File: config.mk
export PLATFORM = sky130hd
export DESIGN_NAME = fifo_rptr_empty_flat
export DESIGN_NICKNAME = d
export VERILOG_FILES = /design/src/rtl/fifo_rptr_empty_pkg.sv /design/src/rtl/fifo_rptr_empty_if.sv /design/src/rtl/fifo_rptr_empty_gray_to_bin.sv /design/src/rtl/fifo_rptr_empty.sv /design/src/flat_wrapper.sv
export SDC_FILE = /design/constraint.sdc
export NUM_CORES = 1
export LEC_CHECK = 0
export CAP_MARGIN = 20
export CORE_ASPECT_RATIO = 0.7
export CORE_MARGIN = 4
export CORE_UTILIZATION = 46
export DETAILED_ROUTE_END_ITERATION = 7
export GPL_TIMING_DRIVEN = 0
export PLACE_DENSITY = 0.86
export SLEW_MARGIN = 20
export SYNTH_ARGS = -nofsm -noshare
export SYNTH_HDL_FRONTEND = slang
export SYNTH_SLANG_ARGS = --single-unit
File: constraint.sdc
create_clock -name clk -period 3.3 [get_ports clk]
set_input_delay 0.495 -clock clk [delete_from_list [all_inputs] [get_ports clk]]
set_output_delay 0.495 -clock clk [all_outputs]
set_load 0.005 [all_outputs]
File: src/rtl/fifo_rptr_empty_pkg.sv
// Shared defaults for the async FIFO read-side pointer stage.
// Holds the default address width and almost-empty threshold used by the
// interface and the top; the write-side pointer stage reuses these values.
package fifo_rptr_empty_pkg;

    localparam int unsigned ADDR_WIDTH_DEF          = 4;
    localparam int unsigned ALMOST_EMPTY_THRESH_DEF = 2;

endpackage : fifo_rptr_empty_pkg

File: src/rtl/fifo_rptr_empty_if.sv
// Read-side bus of the async FIFO.
// Signals: rd_en, wptr_sync (consumer/synchronizer -> pointer stage);
//          raddr, rptr, empty, rd_level, underflow, almost_empty (pointer stage -> consumer).
// Optional: almost_empty exists only when FIFO_ALMOST_EMPTY_EN is defined.
interface fifo_rptr_empty_if
    import fifo_rptr_empty_pkg::*;
#(
    parameter int unsigned ADDR_WIDTH = ADDR_WIDTH_DEF
);
    localparam int unsigned PW = ADDR_WIDTH + 1;

    logic            rd_en;
    logic [PW-1:0]   wptr_sync;
    logic [ADDR_WIDTH-1:0] raddr;
    logic [PW-1:0]   rptr;
    logic            empty;
    logic [PW-1:0]   rd_level;
    logic            underflow;
`ifdef FIFO_ALMOST_EMPTY_EN
    logic            almost_empty;
`endif

    // Consumer side: issues reads, observes pointers and status.
    modport master (
        output rd_en,
        output wptr_sync,
        input  raddr,
        input  rptr,
        input  empty,
        input  rd_level,
`ifdef FIFO_ALMOST_EMPTY_EN
        input  almost_empty,
`endif
        input  underflow
    );

    // Pointer stage side.
    modport slave (
        input  rd_en,
        input  wptr_sync,
        output raddr,
        output rptr,
        output empty,
        output rd_level,
`ifdef FIFO_ALMOST_EMPTY_EN
        output almost_empty,
`endif
        output underflow
    );

endinterface : fifo_rptr_empty_if

File: src/rtl/fifo_rptr_empty_gray_to_bin.sv
// Combinational gray-to-binary converter (XOR prefix from the MSB down).
// Ports: gray (in, WIDTH), bin (out, WIDTH).
module gray_to_bin #(
    parameter int unsigned WIDTH = 5
) (
    input  logic [WIDTH-1:0] gray,
    output logic [WIDTH-1:0] bin
);

    // Log-step prefix XOR: after the loop bit i holds XOR of gray[WIDTH-1:i].
    always_comb begin
        logic [WIDTH-1:0] acc;
        acc = gray;
        for (int unsigned s = 1; s < WIDTH; s = s << 1) begin
            acc = acc ^ (acc >> s);
        end
        bin = acc;
    end

endmodule : gray_to_bin

File: src/rtl/fifo_rptr_empty.sv
// Read-domain pointer and status stage of the asynchronous FIFO.
// Ports: clk, rst (synchronous, active-low); bus (slave modport of
//        fifo_rptr_empty_if): rd_en, wptr_sync in; raddr, rptr, empty,
//        rd_level, underflow (and almost_empty) out, all registered.
// Optional feature macro: FIFO_ALMOST_EMPTY_EN adds almost_empty and the
//        ALMOST_EMPTY_THRESH parameter.
module fifo_rptr_empty
    import fifo_rptr_empty_pkg::*;
#(
`ifdef FIFO_ALMOST_EMPTY_EN
    parameter int unsigned ALMOST_EMPTY_THRESH = ALMOST_EMPTY_THRESH_DEF,
`endif
    parameter int unsigned ADDR_WIDTH = ADDR_WIDTH_DEF
) (
    input  logic               clk,
    input  logic               rst,
    fifo_rptr_empty_if.slave   bus
);

    localparam int unsigned PW = ADDR_WIDTH + 1;

    logic [PW-1:0] rbin;
    logic [PW-1:0] rptr_q;
    logic          empty_q;
    logic [PW-1:0] level_q;
    logic          underflow_q;

    logic          rd_ok;
    logic [PW-1:0] rbin_next;
    logic [PW-1:0] rgray_next;
    logic [PW-1:0] wbin;
    logic [PW-1:0] level_next;

    // Synchronized write pointer back to binary for the level subtraction.
    gray_to_bin #(.WIDTH(PW)) u_wptr_g2b (
        .gray (bus.wptr_sync),
        .bin  (wbin)
    );

    // Next-pointer datapath; empty and level both look at the post-read pointer.
    always_comb begin
        rd_ok      = bus.rd_en & ~empty_q;
        rbin_next  = rbin + PW'(rd_ok);
        rgray_next = (rbin_next >> 1) ^ rbin_next;
        level_next = wbin - rbin_next;
    end

    // State registers.
    always_ff @(posedge clk) begin
        if (!rst) begin
            rbin        <= '0;
            rptr_q      <= '0;
            empty_q     <= 1'b1;
            level_q     <= '0;
            underflow_q <= 1'b0;
        end else begin
            rbin        <= rbin_next;
            rptr_q      <= rgray_next;
            empty_q     <= (rgray_next == bus.wptr_sync);
            level_q     <= level_next;
            underflow_q <= bus.rd_en & empty_q;
        end
    end

`ifdef FIFO_ALMOST_EMPTY_EN
    logic almost_empty_q;

    // Registered alongside rd_level so the two always agree.
    always_ff @(posedge clk) begin
        if (!rst) begin
            almost_empty_q <= 1'b1;
        end else begin
            almost_empty_q <= (level_next <= PW'(ALMOST_EMPTY_THRESH));
        end
    end

    assign bus.almost_empty = almost_empty_q;
`endif

    assign bus.raddr     = rbin[ADDR_WIDTH-1:0];
    assign bus.rptr      = rptr_q;
    assign bus.empty     = empty_q;
    assign bus.rd_level  = level_q;
    assign bus.underflow = underflow_q;

endmodule : fifo_rptr_empty

File: src/flat_wrapper.sv
// flat-port wrapper written by rule: the top's interface ports become plain ports
module fifo_rptr_empty_flat import fifo_rptr_empty_pkg::*;
#(

    parameter int unsigned ADDR_WIDTH = ADDR_WIDTH_DEF
)
  (clk, rst, bus_rd_en, bus_wptr_sync, bus_raddr, bus_rptr, bus_empty, bus_rd_level, bus_underflow);
  fifo_rptr_empty_if #(.ADDR_WIDTH(ADDR_WIDTH)) bus_i ();
  input  logic clk;
  input  logic rst;
  input wire logic [$bits(bus_i.rd_en)-1:0] bus_rd_en;
  input wire logic [$bits(bus_i.wptr_sync)-1:0] bus_wptr_sync;
  output wire logic [$bits(bus_i.raddr)-1:0] bus_raddr;
  output wire logic [$bits(bus_i.rptr)-1:0] bus_rptr;
  output wire logic [$bits(bus_i.empty)-1:0] bus_empty;
  output wire logic [$bits(bus_i.rd_level)-1:0] bus_rd_level;
  output wire logic [$bits(bus_i.underflow)-1:0] bus_underflow;
  assign bus_i.rd_en = bus_rd_en;
  assign bus_i.wptr_sync = bus_wptr_sync;
  assign bus_raddr = bus_i.raddr;
  assign bus_rptr = bus_i.rptr;
  assign bus_empty = bus_i.empty;
  assign bus_rd_level = bus_i.rd_level;
  assign bus_underflow = bus_i.underflow;
  fifo_rptr_empty #(.ADDR_WIDTH(ADDR_WIDTH)) u_core (.clk(clk), .rst(rst), .bus(bus_i));
endmodule
==> summary.md, run 1 <==
| Metric | Value |
|---|---|
| CP cell instances | `clkdlybuf4s50_1 -> xor2_2 -> xor2_2 -> xor2_2 -> xnor2_1 -> ha_1 -> inv_1 -> fa_1 -> a21o_1 -> maj3_2 -> xor2_1 -> and2_1` |
| Final Skew | `approximately 0.00051 ns` |
| Row cnt | `12` |
| Post-synth top area cell | `dfxtp_1` |
| Vias in the first global route | `609` |
| Startpoint Class | `input pin` |
| Most frequent CP cell | `xor2_2` |
| Leakage | `slightly below 0.5 nW` |
| Hold-fix buffers, CTS | `0` |
| Fmax | `~310 MHz` |
| Placement-stage cell area | `0.00111 mm2` |
| DR vias | `approximately 640` |
| Total grt overflow | `0` |
| Root Buffer | `clkbuf_4` |
| Post-route insts no fill | `132` |
| Die area | `0.00263 mm2` |
| Slew HR | `between 70 and 80%` |
| DRT antenna net count | `0` |
| Syn Inst Count | `82` |
| Core footprint | `0.00167 mm2` |
| Clock power frac | `27.1%` |
| Gate power share | `28.1%` |
| Syn. warnings | `0` |
| Synthesized net count | `96` |
| Worst setup EP type | `register` |
| CTS tree | `built` |
| Initial antenna violation count | `0` |
| Initial Utilization | `about 50%` |
| Max Buffers Root-to-Sink | `2` |
| Post-synth EDFFs | `0` |
| Nets | `126` |
| Most common cell after layout, fill and taps aside | `clkdlybuf4s50_1` |
| Most frequent cells in the layout | `clkdlybuf4s50_1 (23), dfxtp_1 (16), and2_1 (11)` |
| Measured slew at the worst slew-check pin | `between 0.4 and 0.5 ns` |
| Cell internal pwr | `0.359 mW` |
| Ys async rst share | `0%` |
| Via density | `4.88` |
| Die W | `around 60 um` |
| DRT Wirelength | `1.70 mm` |
| Switch Pwr | `0.122 mW` |
| Peak supply drop | `0.372 mV` |
| Crit-path slowest cell | `clkdlybuf4s50_1` |
| Final Slew Violations | `0` |
| Max cap viols | `0` |
| Pwr Density | `405 mW/mm2` |
| Final Hold Viols | `0` |
| Worst path required time | `3.49 ns` |
| Switching Fraction | `between 20% and 30%` |
| Layout cells sized above 1 | `between 10% and 20%` |
| Die Ht | `44.1 um` |
| HP Class | `reg -> reg` |
| N_diodes | `0` |
| Synth Cell Area | `858 um2` |
| Io pins | `24` |
| Largest stage delay, worst path | `0.57 ns` |
| Placed instance count | `roughly 130` |
| Crit path buf inv count | `2` |
| Predominant post-synthesis flop cell | `dfxtp_1` |
| Total power | `0.481 mW` |
| Post-DR wirelength/cell | `12.8 um` |
| Yosys cell types | `24` |
| Critical path type | `in -> reg` |
| Area grow syn2layout | `38.5%` |
| Clock Latency Late Sink | `0.29 ns` |
| First-pass GRT wire length | `2.66 mm` |
| Largest net degree at the start of global routing | `11` |
| Drt pass-1 iters | `4` |
| Fin Hold WS | `0.519 ns` |
| Flop pwr share | `approximately 45%` |
| Clock H-tree levels | `1` |
| Synth top area cells | `dfxtp_1 (37%), xor2_1 (10%), xnor2_1 (9.2%)` |
| Final instance area | `0.00119 mm2` |
| # DRC | `0` |
| Synth top area share | `37.3%` |
| TritonCTS Buffers | `3` |
| Post-synthesis sequential area ratio | `37.3%` |
| CP top delay family | `XOR/XNOR gates` |
| Post-layout util | `71.3%` |
| IO Port Bufs | `23` |
| Mean Syn Cell Area | `10.5 um2` |
| Post-route clock period utilization | `97.4%` |
| DP HPWL | `between 1 and 1.5 mm` |
| Final setup fails | `0` |
| Initial DRC Count | `18` |
| Critical Path Fanout Max | `3` |
| Status | `completed` |
| Yosys reg bits | `16` |
| Gr usage total | `13.5%` |
| Min Clock Period, post-route | `between 3 and 4 ns` |
| Clk pin slew, worst setup/hold paths | `approximately 0.090 ns` |
| GP Congestion | `0.809` |
| Clock sink count | `16` |
| Crit path DAT | `~3.4 ns` |
what timing repair did:
action	CTS	global route
setup buffers	1	1
pin swaps	1	2
setup endpoints to repair	1	1
gates resized for setup	2	1
registers in the layout, indices dropped and copies added, names as in the netlist:
name	cells
u_core.bus.rd_level	5
u_core.bus.rptr	5
u_core.rbin	4
u_core.bus.empty	1
u_core.bus.underflow	1
routing by layer:
| layer | track usage, % | vias up | part of all wire [%] |
|---|---|---|---|
| met2 | 21.6 | 20 | 44 |
| met5 | 0 | - | 0 |
| met4 | 2.21 | 0 | 2.1 |
| met3 | 6.12 | 6 | 7.1 |
| li1 | - | 321 | - |
| met1 | 17.1 | 297 | 46 |
power groups by stage:
stage          sequential, mW  combinational [mW]  clock [mW]
2_1_floorplan           0.222              0.0675           0
3_3_place_gp            0.219               0.123           0
3_5_place_dp            0.220               0.126           0
4_1_cts                 0.215               0.131       0.133
5_1_grt                 0.217               0.151       0.141
6_report                0.215               0.135       0.131
cells by family after synthesis:
family	synth area share [%]
compound gates	6.12
xor+xnor	25.8
fa+ha+maj	10.9
buf+inv	2.19
flops	37.3
simple gates	17.6
worst reg2reg max path: cells and delay by family, from the launching register on:
| family | cells | cell delay, ns |
|---|---|---|
| AO/OA/AOI/OAI | 1 | 0.18 |
| XOR/XNOR | 2 | 0.49 |
| adder cells (fa/ha/maj) | 4 | 1.18 |
| buffers and inverters | 1 | 0.08 |
| flip-flops | 1 | 0.32 |
| AND/OR/NAND/NOR | 2 | 0.29 |
Yosys cell counts, types with 2 or more instances:
library cell and n:
and3_1 3, dfxtp_1 16, ha_1 5, inv_1 4, nor2b_1 3, nand3_1 2, a21o_1 2, nand2_1 2
and2_1 11, xor2_1 10, a21oi_1 3, xnor2_1 9
path summary, 6_finish.rpt:
kind,start,endpoint,slack [ns],cells past startpoint
worst min-delay path,u_core.bus.empty,u_core.bus.underflow,0.52,1
worst min register to register,u_core.bus.empty,u_core.bus.underflow,0.52,1
worst max register to register,u_core.bus.empty,u_core.bus.rd_level[4],0.67,10
worst max-delay path,bus_wptr_sync[3],u_core.bus.rd_level[4],0.09,12
final cells by class:
type | count | area, um2
Sequential cell | 16 | 320
Fill cell | 128 | 478
Tap cell | 21 | 26.3
Buffer | 1 | 3.75
Clock buffer | 4 | 36.3
Timing Repair Buffer | 25 | 245
Inverter | 4 | 15.0
Multi-Input combinational cell | 61 | 542
per-stage QoR:
step	setup slack (ns)	TNS [ns]
2_1_floorplan	0.369	0
3_3_place_gp	-0.330	-0.330
3_5_place_dp	-0.388	-0.388
4_1_cts	0.0502	0
5_1_grt	-0.00385	-0.00385
6_report	0.0874	0
(Power assumes the default switching activity.)
==> run 2: changes to the inputs <==
CORE_ASPECT_RATIO = default   (was 0.7)
CORE_UTILIZATION = 50   (was 46)
DONT_BUFFER_PORTS = 1   (was default)
PLACE_DENSITY = 0.74   (was 0.86)
clock period = 4.15 ns   (was 3.3 ns; I/O delays follow)
==> run 2 against run 1 <==
  * Combinational power is 53% lower
  * Cell count down 23%
  * Clock skew is 0.0039 ns higher
  * Sequential cell count stayed put
  * Highest routed layer unchanged
  * Sequential share of layout area increased by 8.1 points
  * Global-route usage decreased by 0.38 points
  * Clock-buffer cell count is the same
  * Die area fell by 7.2%
  * Critical path depth decreased by 1
  * First-iteration DRC count shrank 72%
  * Power down 30%
==> summary.md, run 2 (synthesis gave the netlist of run 1 again) <==
| Metric | Value |
|---|---|
| Status | `completed` |
| Peak supply drop | `0.213 mV (-43%)` |
| Largest net degree at the start of global routing | `11 (unchanged)` |
| Initial Utilization | `55.1% (+3.6 points)` |
| Final instance area | `915 um2 (-23%)` |
| Die area | `0.00244 mm2 (-7.2%)` |
| Initial antenna violation count | `0 (unchanged)` |
| Post-route clock period utilization | `71.2%` |
| Final Skew | `0.00440 ns (+0.00388 ns)` |
| # fillers | `125 (-2.3%)` |
| Critical path type | `in -> reg` |
| Area grow syn2layout | `6.56%` |
| Die W | `49.4 um (-17%)` |
| Core footprint | `0.00156 mm2 (-6.5%)` |
| Slew HR | `73.9% (+0.92 points)` |
| Post-route insts no fill | `102 (-23%)` |
| N_diodes | `0 (unchanged)` |
| Placement-stage cell area | `878 um2 (-21%)` |
| Sum Neg Setup Slack | `0 ns (unchanged)` |
| Cell internal pwr | `0.253 mW (-29%)` |
| HP Start | `rst` |
| Max Buffers Root-to-Sink | `2 (unchanged)` |
| Worst Hold End | `u_core.bus.rptr[1]` |
| GP Congestion | `0.719 (-11%)` |
| Io pins | `24 (unchanged)` |
| Most frequent cells in the layout | `dfxtp_1 (16), and2_1 (11), xor2_1 (10)` |
| Post-CTS Setup Repair Bufs | `0 (-1)` |
| Crit-path slowest cell | `fa_1` |
| Total grt overflow | `0 (unchanged)` |
| Max cap viols | `0 (unchanged)` |
| Most frequent CP cell | `xor2_1` |
| Critical Path Fanout Max | `3 (unchanged)` |
| Drt pass-1 iters | `3 (-1)` |
| Row cnt | `14 (+2)` |
| Final Slew Violations | `0 (unchanged)` |
| Layout cells sized above 1 | `11.6% (-1.9 points)` |
| Via density | `5.40 (+11%)` |
| Largest stage delay, worst path | `0.40 ns (-0.17 ns)` |
| DRT antenna net count | `0 (unchanged)` |
| Vias in the first global route | `533 (-12%)` |
| Crit path DAT | `3.14 ns (-0.27 ns)` |
| Total power | `0.339 mW (-30%)` |
| Clock power frac | `29.8% (+2.7 points)` |
| Hold path depth | `1 (unchanged)` |
| Measured slew at the worst slew-check pin | `0.392 ns (-0.0139 ns)` |
| Hold-fix buffers, CTS | `0 (unchanged)` |
| Nets | `101 (-20%)` |
| RSZ-0062 raised after global routing | `false` |
| Clk pin slew, worst setup/hold paths | `0.09 ns (about the same)` |
| Reg2Reg Launch Point | `u_core.bus.empty` |
| Clock sink count | `16 (unchanged)` |
| Cts repair resizes | `0 (-2)` |
| Dpl ws | `0.856 ns (+1.24 ns)` |
| Final Hold Viols | `0 (unchanged)` |
| Clock Latency Late Sink | `0.28 ns (about the same)` |
| Final setup fails | `0 (unchanged)` |
| IO Port Bufs | `0 (-100%)` |
| Worst r2r path cells | `10 (unchanged)` |
| Die Ht | `49.4 um (+12%)` |
| # DRC | `0 (unchanged)` |
| Switching Fraction | `25.3% (-0.11 points)` |
| Switch Pwr | `0.0858 mW (-30%)` |
| Worst path required time | `4.34 ns (+0.85 ns)` |
| DR vias | `551 (-14%)` |
| Gr usage total | `13.1% (-0.38 points)` |
| TritonCTS Buffers | `3 (unchanged)` |
| Min Clock Period, post-route | `slightly below 3 ns` |
| Post-DR wirelength/cell | `13.9 um (+7.9%)` |
| CP cell instances | `xor2_1 -> xor2_1 -> xor2_1 -> xnor2_1 -> ha_1 -> inv_1 -> fa_1 -> a21o_1 -> maj3_2 -> xor2_1 -> and2_1` |
| Root Buffer | `clkbuf_4` |
| Worst setup EP type | `register` |
| Most common cell after layout, fill and taps aside | `dfxtp_1` |
| End of the worst register-to-register path | `u_core.bus.rd_level[4]` |
| CTS tree | `built` |
| Startpoint Class | `input pin` |
| Clock H-tree levels | `1 (unchanged)` |
| Gate power share | `18.6% (-9.5 points)` |
| Flop pwr share | `51.6% (+6.9 points)` |
| Placed instance count | `98 (-22%)` |
| Initial DRC Count | `5 (-13)` |
| Pwr Density | `371 mW/mm2 (-8.5%)` |
| Fmax | `339 MHz` |
| First-pass GRT wire length | `2.39 mm (-10%)` |
| DP HPWL | `1.15 mm (-11%)` |
| Worst reg2reg setup slack | `1.49 ns (+0.82 ns)` |
| Leakage | `0.398 nW (-20%)` |
| Final worst-path setup slack | `1.20 ns (+1.11 ns)` |
| HP Class | `in -> reg` |
| DRT Wirelength | `1.41 mm (-17%)` |
-- run 2: cell count changes in the layout (fill, tap and decap cells not counted), sizes merged --
cell and delta:
clkdlybuf4s50 -23, buf -2
-- run 2: metal layers --
metal | GRT usage, % | wire length [um] | vias to the layer above
li1 | - | - | 274
met1 | 14.6 | 603 | 256
met2 | 21.0 | 654 | 16
met3 | 5.81 | 122 | 5
met4 | 6.91 | 34 | 0
met5 | 0 | 0 | -
-- run 2: layout make-up --
class / count / area, um2 / area share, %
Clock buffer: 4 / 36.3 / 3.97
Multi-Input combinational cell: 61 / 519 / 56.8
Inverter: 4 / 15.0 / 1.64
Buffer: 1 / 3.75 / 0.410
Tap cell: 16 / 20.0 / 2.19
Sequential cell: 16 / 320 / 35.0
-- run 2: critical path, delay by kind of cell --
family | cells | cell delay, ns
adders and majority gates | 3 | 0.87
buffers and inverters | 1 | 0.06
AOI/OAI and AO/OA | 1 | 0.20
xor gates and xnor gates | 5 | 1.23
and+or+nand+nor | 1 | 0.15
-- run 2: metrics by stage --
| step | hold slack [ns] | util (%) |
|---|---|---|
| 6_report | 0.456 | 58.7 |
| 3_5_place_dp | 0.535 | 56.3 |
| 5_1_grt | 0.448 | 58.7 |
| 3_3_place_gp | 0.529 | 56.3 |
| 4_1_cts | 0.450 | 58.7 |
| 2_1_floorplan | 0.506 | - |
-- run 2: power groups by stage --
stage / clock, mW / sequential [mW] / combinational [mW]
after global routing: 0.110 / 0.177 / 0.0726
final: 0.101 / 0.175 / 0.0630
after global placement: 0 / 0.178 / 0.0612
after detailed placement: 0 / 0.179 / 0.0640
after floorplan: 0 / 0.177 / 0.0537
after CTS: 0.104 / 0.176 / 0.0644
-- run 2: how the worst max path moves through the flow --
stage                                start                     end
after global routing      bus_wptr_sync[3]  u_core.bus.rd_level[4]
after CTS                 bus_wptr_sync[3]  u_core.bus.rd_level[4]
final                     bus_wptr_sync[3]  u_core.bus.rd_level[4]
after detailed placement  bus_wptr_sync[3]  u_core.bus.rd_level[4]
after global placement    bus_wptr_sync[3]  u_core.bus.rd_level[4]
after floorplan           bus_wptr_sync[3]  u_core.bus.rd_level[4]
==> run 3: changes to the inputs <==
PLACE_DENSITY = 0.77   (was 0.74)
clock period = 2.5 ns   (was 4.15 ns; I/O delays follow)
==> run 3 against run 2 <==
  * Clock power grew 68%
  * Wire length increased by 4.2%
  * Die area stayed put
  * Critical endpoint unchanged
  * Design area rose by 9.6%
  * Sequential share of layout area is 3.1 points lower
  * Cell count up 2.9%
  * Largest power group unchanged
  * Clock-buffer cell count stayed put
  * First-iteration DRC count shrank 20%
  * Critical path type unchanged
==> summary.md, run 3 (synthesis gave the netlist of run 1 again) <==
| Metric | Value |
|---|---|
| Status | `completed` |
| Die Ht | `49.4 um (unchanged)` |
| Io pins | `24 (unchanged)` |
| Root Buffer | `clkbuf_4` |
| Total grt overflow | `0 (unchanged)` |
| Most frequent cells in the layout | `dfxtp_1 (16), and2_1 (11), xnor2_1 (9)` |
| Initial antenna violation count | `0 (unchanged)` |
| Clock power frac | `29.4% (-0.4 points)` |
| Max Buffers Root-to-Sink | `2 (unchanged)` |
| Most frequent CP cell | `xor2_2` |
| Via density | `5.30 (-2.0%)` |
| Die W | `49.4 um (unchanged)` |
| Largest net degree at the start of global routing | `11 (unchanged)` |
| Flop pwr share | `50.1% (-1.5 points)` |
| Leakage | `0.415 nW (+4.1%)` |
| Final Skew | `0.00740 ns (+0.00300 ns)` |
| GP Congestion | `0.716 (-0.53%)` |
| HP Class | `in -> reg` |
| Gate power share | `20.4% (+1.8 points)` |
| Critical Path Fanout Max | `3 (unchanged)` |
| Post-route clock period utilization | `95.1%` |
| Post-DR wirelength/cell | `14.0 um (+1.3%)` |
| DP HPWL | `1.19 mm (+3.4%)` |
| # fillers | `115 (-8.0%)` |
| Max cap viols | `0 (unchanged)` |
| Die area | `0.00244 mm2 (unchanged)` |
| Clock sink count | `16 (unchanged)` |
| CP cell instances | `xor2_4 -> xor2_2 -> xor2_2 -> xnor2_1 -> ha_2 -> inv_2 -> fa_2 -> a21o_1 -> maj3_2 -> xor2_1 -> and2_1` |
| Worst path required time | `2.68 ns (-1.66 ns)` |
| DRT antenna net count | `0 (unchanged)` |
| IO Port Bufs | `0 (unchanged)` |
| CP top delay family | `XOR/XNOR gates` |
| Final Hold Viols | `0 (unchanged)` |
| Row cnt | `14 (unchanged)` |
| Min Clock Period, post-route | `2.38 ns` |
| Area grow syn2layout | `16.8%` |
| Post-layout util | `64.3% (+5.6 points)` |
| CTS tree | `built` |
| Crit-path slowest cell | `fa_2` |
| Startpoint Class | `input pin` |
| Slew HR | `74.0% (about the same)` |
| First-pass GRT wire length | `2.52 mm (+5.5%)` |
| Register Area | `320 um2 (unchanged)` |
| Most common cell after layout, fill and taps aside | `dfxtp_1` |
| Fmax | `between 400 and 500 MHz` |
| DRT Wirelength | `1.47 mm (+4.2%)` |
| Nets | `104 (+3.0%)` |
| Switching Fraction | `25.5% (+0.22 points)` |
| Initial DRC Count | `4 (-1)` |
| Crit path DAT | `2.56 ns (-0.58 ns)` |
| TritonCTS Buffers | `3 (unchanged)` |
| Crit path buf inv count | `1 (unchanged)` |
| Measured slew at the worst slew-check pin | `0.390 ns (-0.00163 ns)` |
| Final setup fails | `0 (unchanged)` |
| Core footprint | `0.00156 mm2 (unchanged)` |
| Final Slew Violations | `0 (unchanged)` |
| Pwr Density | `577 mW/mm2 (+56%)` |
| Clock Latency Late Sink | `0.29 ns (about the same)` |
| Critical path type | `in -> reg` |
| Hold-fix buffers, CTS | `0 (unchanged)` |
| Peak supply drop | `0.359 mV (+69%)` |
| Clock H-tree levels | `1 (unchanged)` |
| Largest stage delay, worst path | `0.34 ns (-0.06 ns)` |
| DR vias | `556 (+0.91%)` |
| Drt pass-1 iters | `4 (+1)` |
| Initial Utilization | `55.1% (unchanged)` |
| Fin Hold WS | `0.199 ns (-0.257 ns)` |
| Worst setup EP type | `register` |
| Vias in the first global route | `571 (+7.1%)` |
| Layout cells sized above 1 | `23.6% (+12 points)` |
| Clk pin slew, worst setup/hold paths | `0.10 ns (about the same)` |
| Switch Pwr | `0.148 mW (+72%)` |
| Cell internal pwr | `0.430 mW (+70%)` |
| N_diodes | `0 (unchanged)` |
| # DRC | `0 (unchanged)` |
| Gr usage total | `13.6% (+0.47 points)` |
| Multi-input gate area | `584 um2 (+13%)` |
[run 3: cell count changes in the layout (fill, tap and decap cells not counted)]
cell    delta
xor2_1     -3
ha_2       +2
inv_2      +1
ha_4       +1
xor2_2     +1
fa_2       +1
inv_1      -1
ha_1       -3
buf_4      +3
fa_1       -1
xor2_4     +2
[run 3: layer usage]
| layer | track usage, % | part of all wire, % | vias to the layer above |
|---|---|---|---|
| li1 | - | - | 283 |
| met1 | 16.0 | 45 | 250 |
| met2 | 21.9 | 45 | 19 |
| met3 | 5.50 | 8.1 | 4 |
| met4 | 5.53 | 1.6 | 0 |
| met5 | 0 | 0 | - |
[run 3: through the flow]
step | cell area [um2] | instances | setup WS, ns | TNS [ns] | power [mW]
floorplan | 882 | 82 | -0.169 | -0.169 | 0.387
global placement | 902 | 98 | -0.300 | -0.300 | 0.402
detailed placement | 902 | 98 | -0.371 | -0.371 | 0.408
CTS | 980 | 102 | 0.0321 | 0 | 0.583
global route | 1000 | 105 | -0.00660 | -0.00660 | 0.616
finish | 1000 | 105 | 0.124 | 0 | 0.578
[run 3: repair_timing]
action / in CTS / in global routing
pin swaps: 2 / 6
gates resized for setup: 6 / 0
setup endpoints to repair: 1 / 1
setup buffers: 0 / 3
[run 3: power by group through the flow]
| stage | Sequential (mW) | Combinational (mW) | Clock, mW |
|---|---|---|---|
| floorplan | 0.293 | 0.0936 | 0 |
| global placement | 0.296 | 0.106 | 0 |
| detailed placement | 0.296 | 0.112 | 0 |
| CTS | 0.291 | 0.117 | 0.175 |
| global route | 0.292 | 0.136 | 0.188 |
| finish | 0.290 | 0.118 | 0.170 |
[run 3: final timing paths]
path,end,cells past startpoint,start,slack (ns)
worst max-delay path,u_core.bus.rd_level[4],11,bus_wptr_sync[3],0.12
worst min-delay path,u_core.bus.rptr[1],1,rst,0.20
worst max register to register,u_core.bus.rd_level[4],10,u_core.bus.empty,0.15
worst min register to register,u_core.bus.underflow,1,u_core.bus.empty,0.54
[run 3: cell type report]
type                       count  share of cell area [%]
timing repair buffer           3                    2.25
multi-input combinational     61                    58.3
clock buffer                   4                    3.62
sequential                    16                    32.0
buffer                         1                   0.375
inverter                       4                    1.50
tap                           16                    2.00
